[src/rtl/branch_resolve_pred.sv]
// rtl/branch_resolve_pred.sv - execute-stage branch resolution with bimodal PHT; BR_PRED_STAT_EN adds statistics counters
module branch_resolve_pred #(
  parameter int DATA_W    = 32,
  parameter int PC_W      = 32,
  parameter int PHT_DEPTH = 64
) (
  input  logic              clk,
  input  logic              resetn,
  input  logic [PC_W-1:0]   lookup_pc,
  output logic              lookup_taken,
  input  logic              in_valid,
  input  logic [PC_W-1:0]   in_pc,
  input  logic              in_pred_taken,
  input  logic              op_bltz,
  input  logic              op_bgez,
  input  logic              op_beq,
  input  logic              op_bne,
  input  logic              op_blez,
  input  logic              op_bgtz,
  input  logic [DATA_W-1:0] rega,
  input  logic [DATA_W-1:0] regb,
  input  logic              stall,
  input  logic              flush,
  output logic              out_valid,
  output logic [PC_W-1:0]   out_pc,
  output logic              out_taken,
  output logic              out_mispredict,
  output logic [31:0]       stat_branches,
  output logic [31:0]       stat_mispredicts
);

  localparam int IDX_W = $clog2(PHT_DEPTH);

  logic [1:0]        pht_q [PHT_DEPTH];
  logic [1:0]        cnt_q;
  logic [1:0]        cnt_d;
  logic [IDX_W-1:0]  wr_idx;
  logic [IDX_W-1:0]  rd_idx;
  logic              eq;
  logic              lez;
  logic              taken;
  logic              mispredict;
  logic              is_branch;
  logic              accept;

  logic              out_valid_q;
  logic [PC_W-1:0]   out_pc_q;
  logic              out_taken_q;
  logic              out_mispredict_q;

  // Only the index bits of the lookup PC select a counter; the rest are don't-care.
  logic              unused_lookup_bits;
  assign unused_lookup_bits = ^lookup_pc;

  assign rd_idx       = lookup_pc[IDX_W+1:2];
  assign wr_idx       = in_pc[IDX_W+1:2];
  assign lookup_taken = pht_q[rd_idx][1];

  // Branch condition evaluation; illegal multi-hot ops simply OR their terms.
  always_comb begin
    eq    = (rega == regb);
    lez   = rega[DATA_W-1] | (rega == '0);
    taken = (op_beq  &  eq)
          | (op_bne  & ~eq)
          | (op_blez &  lez)
          | (op_bgtz & ~lez)
          | (op_bltz &  rega[DATA_W-1])
          | (op_bgez & ~rega[DATA_W-1]);
    mispredict = taken ^ in_pred_taken;
    is_branch  = in_valid & (op_bltz | op_bgez | op_beq | op_bne | op_blez | op_bgtz);
    accept     = is_branch & ~stall & ~flush;
  end

  // Saturating 2-bit counter step for the entry being trained.
  always_comb begin
    cnt_q = pht_q[wr_idx];
    cnt_d = cnt_q;
    if (taken) begin
      if (cnt_q != 2'd3) cnt_d = cnt_q + 2'd1;
    end else begin
      if (cnt_q != 2'd0) cnt_d = cnt_q - 2'd1;
    end
  end

  // PHT: whole table returns to weak not-taken in one reset cycle; trained only by accepted branches.
  always_ff @(posedge clk) begin
    if (!resetn) begin
      for (int i = 0; i < PHT_DEPTH; i++) pht_q[i] <= 2'd1;
    end else if (accept) begin
      pht_q[wr_idx] <= cnt_d;
    end
  end

  // Result register: flush beats stall, stall freezes everything, otherwise load every cycle.
  always_ff @(posedge clk) begin
    if (!resetn) begin
      out_valid_q      <= 1'b0;
      out_pc_q         <= '0;
      out_taken_q      <= 1'b0;
      out_mispredict_q <= 1'b0;
    end else if (flush) begin
      out_valid_q      <= 1'b0;
    end else if (!stall) begin
      out_valid_q      <= is_branch;
      out_pc_q         <= in_pc;
      out_taken_q      <= taken;
      out_mispredict_q <= mispredict;
    end
  end

  assign out_valid      = out_valid_q;
  assign out_pc         = out_pc_q;
  assign out_taken      = out_taken_q;
  assign out_mispredict = out_mispredict_q;

`ifdef BR_PRED_STAT_EN
  logic [31:0] stat_branches_q;
  logic [31:0] stat_mispredicts_q;

  // Statistics count accepted branches only; both wrap naturally at 32 bits.
  always_ff @(posedge clk) begin
    if (!resetn) begin
      stat_branches_q    <= '0;
      stat_mispredicts_q <= '0;
    end else if (accept) begin
      stat_branches_q <= stat_branches_q + 32'd1;
      if (mispredict) stat_mispredicts_q <= stat_mispredicts_q + 32'd1;
    end
  end

  assign stat_branches    = stat_branches_q;
  assign stat_mispredicts = stat_mispredicts_q;
`else
  assign stat_branches    = '0;
  assign stat_mispredicts = '0;
`endif

endmodule

[config.mk]
export PLATFORM = sky130hd
export DESIGN_NAME = branch_resolve_pred
export DESIGN_NICKNAME = d
export VERILOG_FILES = /design/src/rtl/branch_resolve_pred.sv
export SDC_FILE = /design/constraint.sdc
export NUM_CORES = 1
export LEC_CHECK = 0
export CORE_AREA = 2 2 142 144
export DETAILED_ROUTE_END_ITERATION = 16
export DIE_AREA = 0 0 144 146
export PLACE_DENSITY = 0.76
export REMOVE_ABC_BUFFERS = 1
export SLEW_MARGIN = 40
export SYNTH_ARGS = -nofsm -noshare
export SYNTH_HDL_FRONTEND = slang
export SYNTH_SLANG_ARGS = --single-unit
[constraint.sdc]
create_clock -name clk -period 4.4 [get_ports clk]
set_clock_uncertainty 0.1 [all_clocks]
set_input_delay 0.88 -clock clk [delete_from_list [all_inputs] [get_ports clk]]
set_output_delay 0.88 -clock clk [all_outputs]
set_load 0.03 [all_outputs]
==> summary.md, run 1 <==
| Metric | Value |
|---|---|
| Largest net degree at the start of global routing | `71` |
| Share of post-route cells with drive strength above 1 | `between 10% and 20%` |
| Die Y | `146 µm` |
| Num Clock Sinks | `between 150 and 200` |
| Port bufs | `around 150` |
| Final slew viol count | `0` |
| Final number of setup-violating endpoints | `0` |
| Async set-reset flop share out of synthesis | `0%` |
| Mapped Avg Cell Area | `around 11 µm²` |
| Synth-to-layout area growth | `23.2%` |
| FP Rows | `51` |
| YS warnings | `0` |
| TNS Setup | `0 ns` |
| Area contributors post-synth | `edfxtp_1, mux4_2, dfxtp_1` |
| Routed length per instance | `between 20 and 25 µm` |
| Final hold violation count | `0` |
| Setup CP Type | `input pin to primary output` |
| DR vias | `7818` |
| Most frequent CP cell | `mux4_2` |
| Hpwl dp | `20.8 mm` |
| Measured slew at the worst slew-check pin | `approximately 0.72 ns` |
| Leakage power | `around 4.2 nW` |
| Flops & latches, synth | `about 160` |
| Maximum buffer depth of the clock tree | `2` |
| Area share of the largest cell type after synthesis | `between 30% and 40%` |
| Remaining antenna violation count after routing | `0` |
| Die Wd | `between 100 and 150 µm` |
| Worst-path cell chain | `clkdlybuf4s50_1, buf_12, mux4_2, mux4_2, mux4_2, buf_2` |
| Top cell type by total area after synthesis | `edfxtp_1` |
| Clk slew on worst S/H paths | `approximately 0.070 ns` |
| Mapped Cells | `approximately 900` |
| DRT iter0 DRCs | `962` |
| Num CTS Buffers | `17` |
| Initial antenna violation count | `0` |
| Register area share after synthesis | `a little under half` |
| Drt pass-1 iters | `6` |
| CP bufs+invs | `3` |
| Switching power | `between 1 and 1.5 mW` |
| Final period util | `97.9%` |
| Top FF cell, synth | `edfxtp_1` |
| Crit. End Element | `primary output` |
| Critical path startpoint category | `input pin` |
| Cell family with most CP delay | `multiplexers` |
| Rel. slew slack | `51.7%` |
| EDFF count, synth | `around 130` |
| Clock tree root driver cell | `clkbuf_16` |
| CP max stage delay | `approximately 0.52 ns` |
| Combinational power share | `a little under a fifth` |
| Arrival time at the worst endpoint | `approximately 3.3 ns` |
| Initial core utilization | `around half` |
| PD cells | `330 mW/mm²` |
| Total Routing Usage GR | `between 20% and 30%` |
| Clock power share | `between 30% and 40%` |
| Max VDD drop | `around 0.00032 V` |
| Vias per Instance | `roughly 6` |
| GRT Residual Overflow | `0` |
| H-tree depth | `4` |
| Ant. Diodes | `0` |
| Power Internal | `between 2 and 3 mW` |
| Outcome | `finished clean` |
| Critical-path top delay cell | `mux4_2` |
| Core area | `slightly below 0.02 mm²` |
| Clock Latency Late Sink | `between 0.4 and 0.5 ns` |
| Routed WL | `roughly 29 mm` |
| Seq pwr share | `~44%` |
| RSZ-0062 raised after global routing | `false` |
| Die Area | `0.0210 mm²` |
| Sw Share | `between 20% and 30%` |
| Residual DRC count | `0` |
| Maxcap violations | `0` |
| RD Place Congestion | `0.951` |
| # nets final | `~1200` |
| Min-Delay Path Class | `flip-flop to flip-flop` |
| Req. time, crit path | `between 3 and 4 ns` |
| Max FO, Critical Path | `16` |
| Global-route wire length before repair | `43.7 mm` |
| Post-Route Utilization | `61.4%` |
| TritonCTS clock tree | `yes` |
| Achievable Freq | `about 0.23 GHz` |
| Vias in the first global route | `around 7700` |
| Synthesized area | `0.00964 mm²` |
| Top Ports | `240` |
| Distinct cells, synth | `between 60 and 70` |
| Final min period | `between 4 and 5 ns` |
registers in the layout, indices dropped and copies added, names as in the netlist:
name	count
out_pc	32
out_valid	1
out_mispredict	1
pht_q	128
out_taken	1
tightest hold or removal path, stage by stage, from the launching register on:
cell	delay, ns
dfxtp_1	0.31
nand2_1	0.04
a21boi_0	0.06
worst paths after layout:
check,from,endpoint,slack [ns],depth (start not counted)
worst max-delay path,lookup_pc[2],lookup_taken,0.09,6
worst min-delay path,out_pc[1],out_pc[1],0.36,2
worst max register to register,pht_q[37][1],pht_q[49][1],0.89,9
worst min register to register,out_pc[1],out_pc[1],0.36,2
timing repair:
action / in CTS / in global routing
gates resized for setup: 5 / 0
setup endpoints to repair: 1 / 0
hold buffers: 0 / 0
setup buffers: 0 / 0
final cells by class:
type,count,area (µm²)
fill,1529,7460
tap,265,332
timing repair buffer,198,1970
clock inverter,9,63.8
clock buffer,23,522
inverter,4,15.0
multi-input combinational,647,4430
sequential,163,4540
logic make-up after synthesis:
| family | synth area share [%] |
|---|---|
| AOI/OAI and AO/OA | 17.8 |
| xor gates and xnor gates | 2.91 |
| buffers and inverters | 9.54 |
| DFF | 47.1 |
| muxes | 11.0 |
| other | 0.0389 |
| and+or+nand+nor | 11.5 |
metal layers:
| metal | share of wire (%) | up-vias | GRT usage (%) |
|---|---|---|---|
| met5 | 0 | - | 0 |
| met4 | 4.4 | 0 | 12.5 |
| met3 | 9.6 | 81 | 6.45 |
| met2 | 49 | 484 | 44.1 |
| met1 | 38 | 3760 | 35.5 |
| li1 | - | 3493 | - |
power groups by stage:
stage / combinational, mW / sequential, mW / clock [mW]
after floorplan: 0.329 / 1.77 / 0
after global placement: 0.724 / 1.75 / 0
after detailed placement: 0.732 / 1.75 / 0
after CTS: 0.734 / 1.72 / 1.47
after global routing: 0.781 / 1.72 / 1.53
final: 0.740 / 1.72 / 1.46
placed cells by master, fill, tap and decap left out, types with 5 or more instances in the layout:
cell type,synthesis,layout
a211oi_1,31,31
a21boi_0,34,34
a21oi_1,33,33
a22oi_1,9,9
buf_12,0,11
buf_2,21,5
buf_4,70,38
clkbuf_16,0,20
clkdlybuf4s50_1,0,144
conb_1,1,64
dfxtp_1,35,35
edfxtp_1,128,128
mux2_2,6,6
mux2i_1,23,23
mux4_2,34,34
nand2_1,142,142
nand2b_1,6,6
nand3_1,5,5
nor2_1,27,26
nor2b_1,8,8
nor4_1,17,17
o211ai_1,30,30
o21ai_0,40,40
o21ai_1,6,6
o21bai_1,30,30
xor2_1,32,32
Yosys cell counts (all sizes together), types with 8 or more instances:
cell	count
nand2	142
edfxtp	128
buf	106
o21ai	47
a21boi	38
clkbuf	38
dfxtp	35
a21oi	34
mux4	34
xor2	32
a211oi	31
o211ai	30
o21bai	30
nor2	27
mux2i	23
nor4	18
a22oi	9
nor2b	8
stage by stage:
| stage | setup slack, ns | hold slack, ns | cells | power (mW) | cell area, µm² |
|---|---|---|---|---|---|
| floorplan | 0.240 | 0.490 | 814 | 2.10 | 8970 |
| global placement | -0.296 | 0.351 | 1277 | 2.47 | 11300 |
| detailed placement | -0.313 | 0.357 | 1277 | 2.48 | 11300 |
| CTS | 0.102 | 0.367 | 1309 | 3.92 | 11900 |
| global route | 0.0592 | 0.382 | 1309 | 4.03 | 11900 |
| finish | 0.0942 | 0.364 | 1309 | 3.92 | 11900 |
No activity file was read; power rests on OpenSTA's default activity.
==> inputs of run 2 (changes only) <==
- CORE_AREA: 2 2 142 144 -> 2 2 125 127
- DIE_AREA: 0 0 144 146 -> 0 0 127 129
- DONT_BUFFER_PORTS: unset -> 1
==> run 2 against run 1 <==
Compared with the run above:
- core utilization up 5.3 points
- fmax up 19%
- via count down 7.2%
- combinational power down 36%
- non-clock buffer count down 176
- critical path depth up 2
- power down 8.0%
- count of clock-buffer cells in the layout down 2
- register-to-register slack worse by 0.08 ns
- routed wire length down 10%
- critical path type is now input pin to flip-flop
==> summary.md, run 2 (synthesized netlist as in run 1, its figures left out) <==
| Metric | Value |
|---|---|
| Cts repair resizes | `0 (-5)` |
| Crit path from | `in_pc[3]` |
| Measured slew at the worst slew-check pin | `0.903 ns (+0.179 ns)` |
| Largest reg by FF count | `pht_q` |
| Req. time, crit path | `4.43 ns (+1.01 ns)` |
| Post-Layout Cell Count | `1056 (-19%)` |
| H-tree depth | `4 (unchanged)` |
| Arrival time at the worst endpoint | `3.64 ns (+0.31 ns)` |
| Maxcap violations | `0 (unchanged)` |
| Total Routing Usage GR | `32.4% (+4.9 points)` |
| Worst reg-to-reg setup slack | `0.81 ns (-0.08 ns)` |
| R2r endpoint | `pht_q[45][0]` |
| Achievable Freq | `0.277 GHz (+19%)` |
| Cells on worst reg2reg path | `8 (-1)` |
| TNS Setup | `0 ns (unchanged)` |
| Global-route wire length before repair | `39.8 mm (-8.9%)` |
| Clock tree root driver cell | `clkbuf_16` |
| Largest net degree at the start of global routing | `103 (+45%)` |
| Core area | `0.0150 mm² (-23%)` |
| Post-CTS setup buffer count | `0 (unchanged)` |
| Port bufs | `0 (-100%)` |
| Synth-to-layout area growth | `3.62%` |
| # placed instances | `1024 (-20%)` |
| Min-Delay Path Class | `input pin to flip-flop` |
| Clock Latency Late Sink | `0.44 ns (about the same)` |
| Critical path startpoint category | `input pin` |
| Final hold violation count | `0 (unchanged)` |
| Die Wd | `127 µm (-12%)` |
| DR vias | `7256 (-7.2%)` |
| Num Clock Sinks | `163 (unchanged)` |
| RD Place Congestion | `1.01 (+5.7%)` |
| Remaining antenna violation count after routing | `0 (unchanged)` |
| Clk slew on worst S/H paths | `0.06 ns (about the same)` |
| Post-CTS Hold Buffers | `0 (unchanged)` |
| Setup CP Type | `input pin to flip-flop` |
| Max reg flops | `128 (unchanged)` |
| Min-Delay Endpoint | `out_pc[19]` |
| Final number of setup-violating endpoints | `0 (unchanged)` |
| Max VDD drop | `0.000257 V (-20%)` |
| Initial antenna violation count | `0 (unchanged)` |
| Ant. Diodes | `0 (unchanged)` |
| Hpwl dp | `17.3 mm (-17%)` |
| Vias per Instance | `6.87 (+15%)` |
| Maximum buffer depth of the clock tree | `2 (unchanged)` |
| Initial core utilization | `64.4% (+15 points)` |
| # nets final | `995 (-15%)` |
| Top Ports | `240 (unchanged)` |
| Rel. slew slack | `39.6% (-12 points)` |
| PD cells | `361 mW/mm² (+9.4%)` |
| Final hold slack | `0.480 ns (+0.117 ns)` |
| Vias in the first global route | `6919 (-10%)` |
| Commonest non-fill, non-tap cell in the layout | `nand2_1` |
| Share of post-route cells with drive strength above 1 | `12.2% (-0.91 points)` |
| Hold Startpoint | `in_pc[19]` |
| Residual DRC count | `0 (unchanged)` |
| Final period util | `82.0% (-16 points)` |
| Hold path cells | `2 (unchanged)` |
| Drt pass-1 iters | `7 (+1)` |
| Critical R2R Launch | `pht_q[39][1]` |
| Outcome | `finished clean` |
| Leakage power | `3.41 nW (-18%)` |
| Most frequent cells in the layout | `nand2_1, edfxtp_1, conb_1` |
| Post-Route Utilization | `66.7% (+5.3 points)` |
| Final min period | `3.61 ns (-0.699 ns)` |
| Max FO, Critical Path | `43 (+27)` |
| DRT iter0 DRCs | `1007 (+4.7%)` |
| FP Rows | `45 (-12%)` |
| Die Area | `0.0164 mm² (-22%)` |
| Final slew viol count | `0 (unchanged)` |
| Post-route total power | `3.61 mW (-8.0%)` |
| Die Y | `129 µm (-12%)` |
| TritonCTS clock tree | `yes` |
| Crit. End Element | `flip-flop` |
| Routed length per instance | `24.6 µm (+11%)` |
| Num CTS Buffers | `17 (unchanged)` |
| GRT Residual Overflow | `0 (unchanged)` |
| Routed WL | `25.9 mm (-10%)` |
| RSZ-0062 raised after global routing | `false` |
run 2: cell types whose count changed in the layout (fill, tap and decap cells not counted), moves of 3 or more:
cell	previous run	this run
clkinv_2	4	1
buf_12	11	4
buf_4	38	18
clkdlybuf4s50_1	144	0
inv_4	0	5
buf_2	5	0
run 2: stage by stage:
step	cell area [µm²]	worst slack, ns
floorplan	8970	0.240
global placement	9420	0.365
detailed placement	9440	0.413
CTS	9990	0.853
global route	9990	0.700
finish	9990	0.793
run 2: final cells by class:
type | count | area (µm²)
multi-input cells | 647 | 4430
fillers | 1134 | 4990
flip-flops and latches | 163 | 4540
well taps | 188 | 235
inverters | 4 | 15.0
clock buffers | 21 | 472
repair buffers | 22 | 215
clock inverters | 11 | 75.1
run 2: worst max path at each step:
| stage | to |
|---|---|
| global route | pht_q[44][0] |
| CTS | pht_q[44][0] |
| global placement | pht_q[41][1] |
| detailed placement | pht_q[45][0] |
| finish | pht_q[45][0] |
| floorplan | pht_q[0][0] |
run 2: routing by layer:
metal  part of all wire (%)  routed length (µm)  GRT usage [%]
met3                     12                2990           7.73
met1                     37                9520           41.8
met2                     48               12500           52.8
met4                    3.6                 925           14.6
met5                      0                   0              0
run 2: critical path: stages:
cell and delay (ns):
mux4_2 0.47, mux2i_1 0.19, nor2_1 0.11, or4_1 0.53
or4_1 0.70, a31oi_4 0.24, buf_4 0.34, o211ai_1 0.16
run 2: where the power goes:
part	internal [mW]	switching [mW]
combinational	0.147	0.327
clock	0.773	0.610
sequential	1.69	0.0550
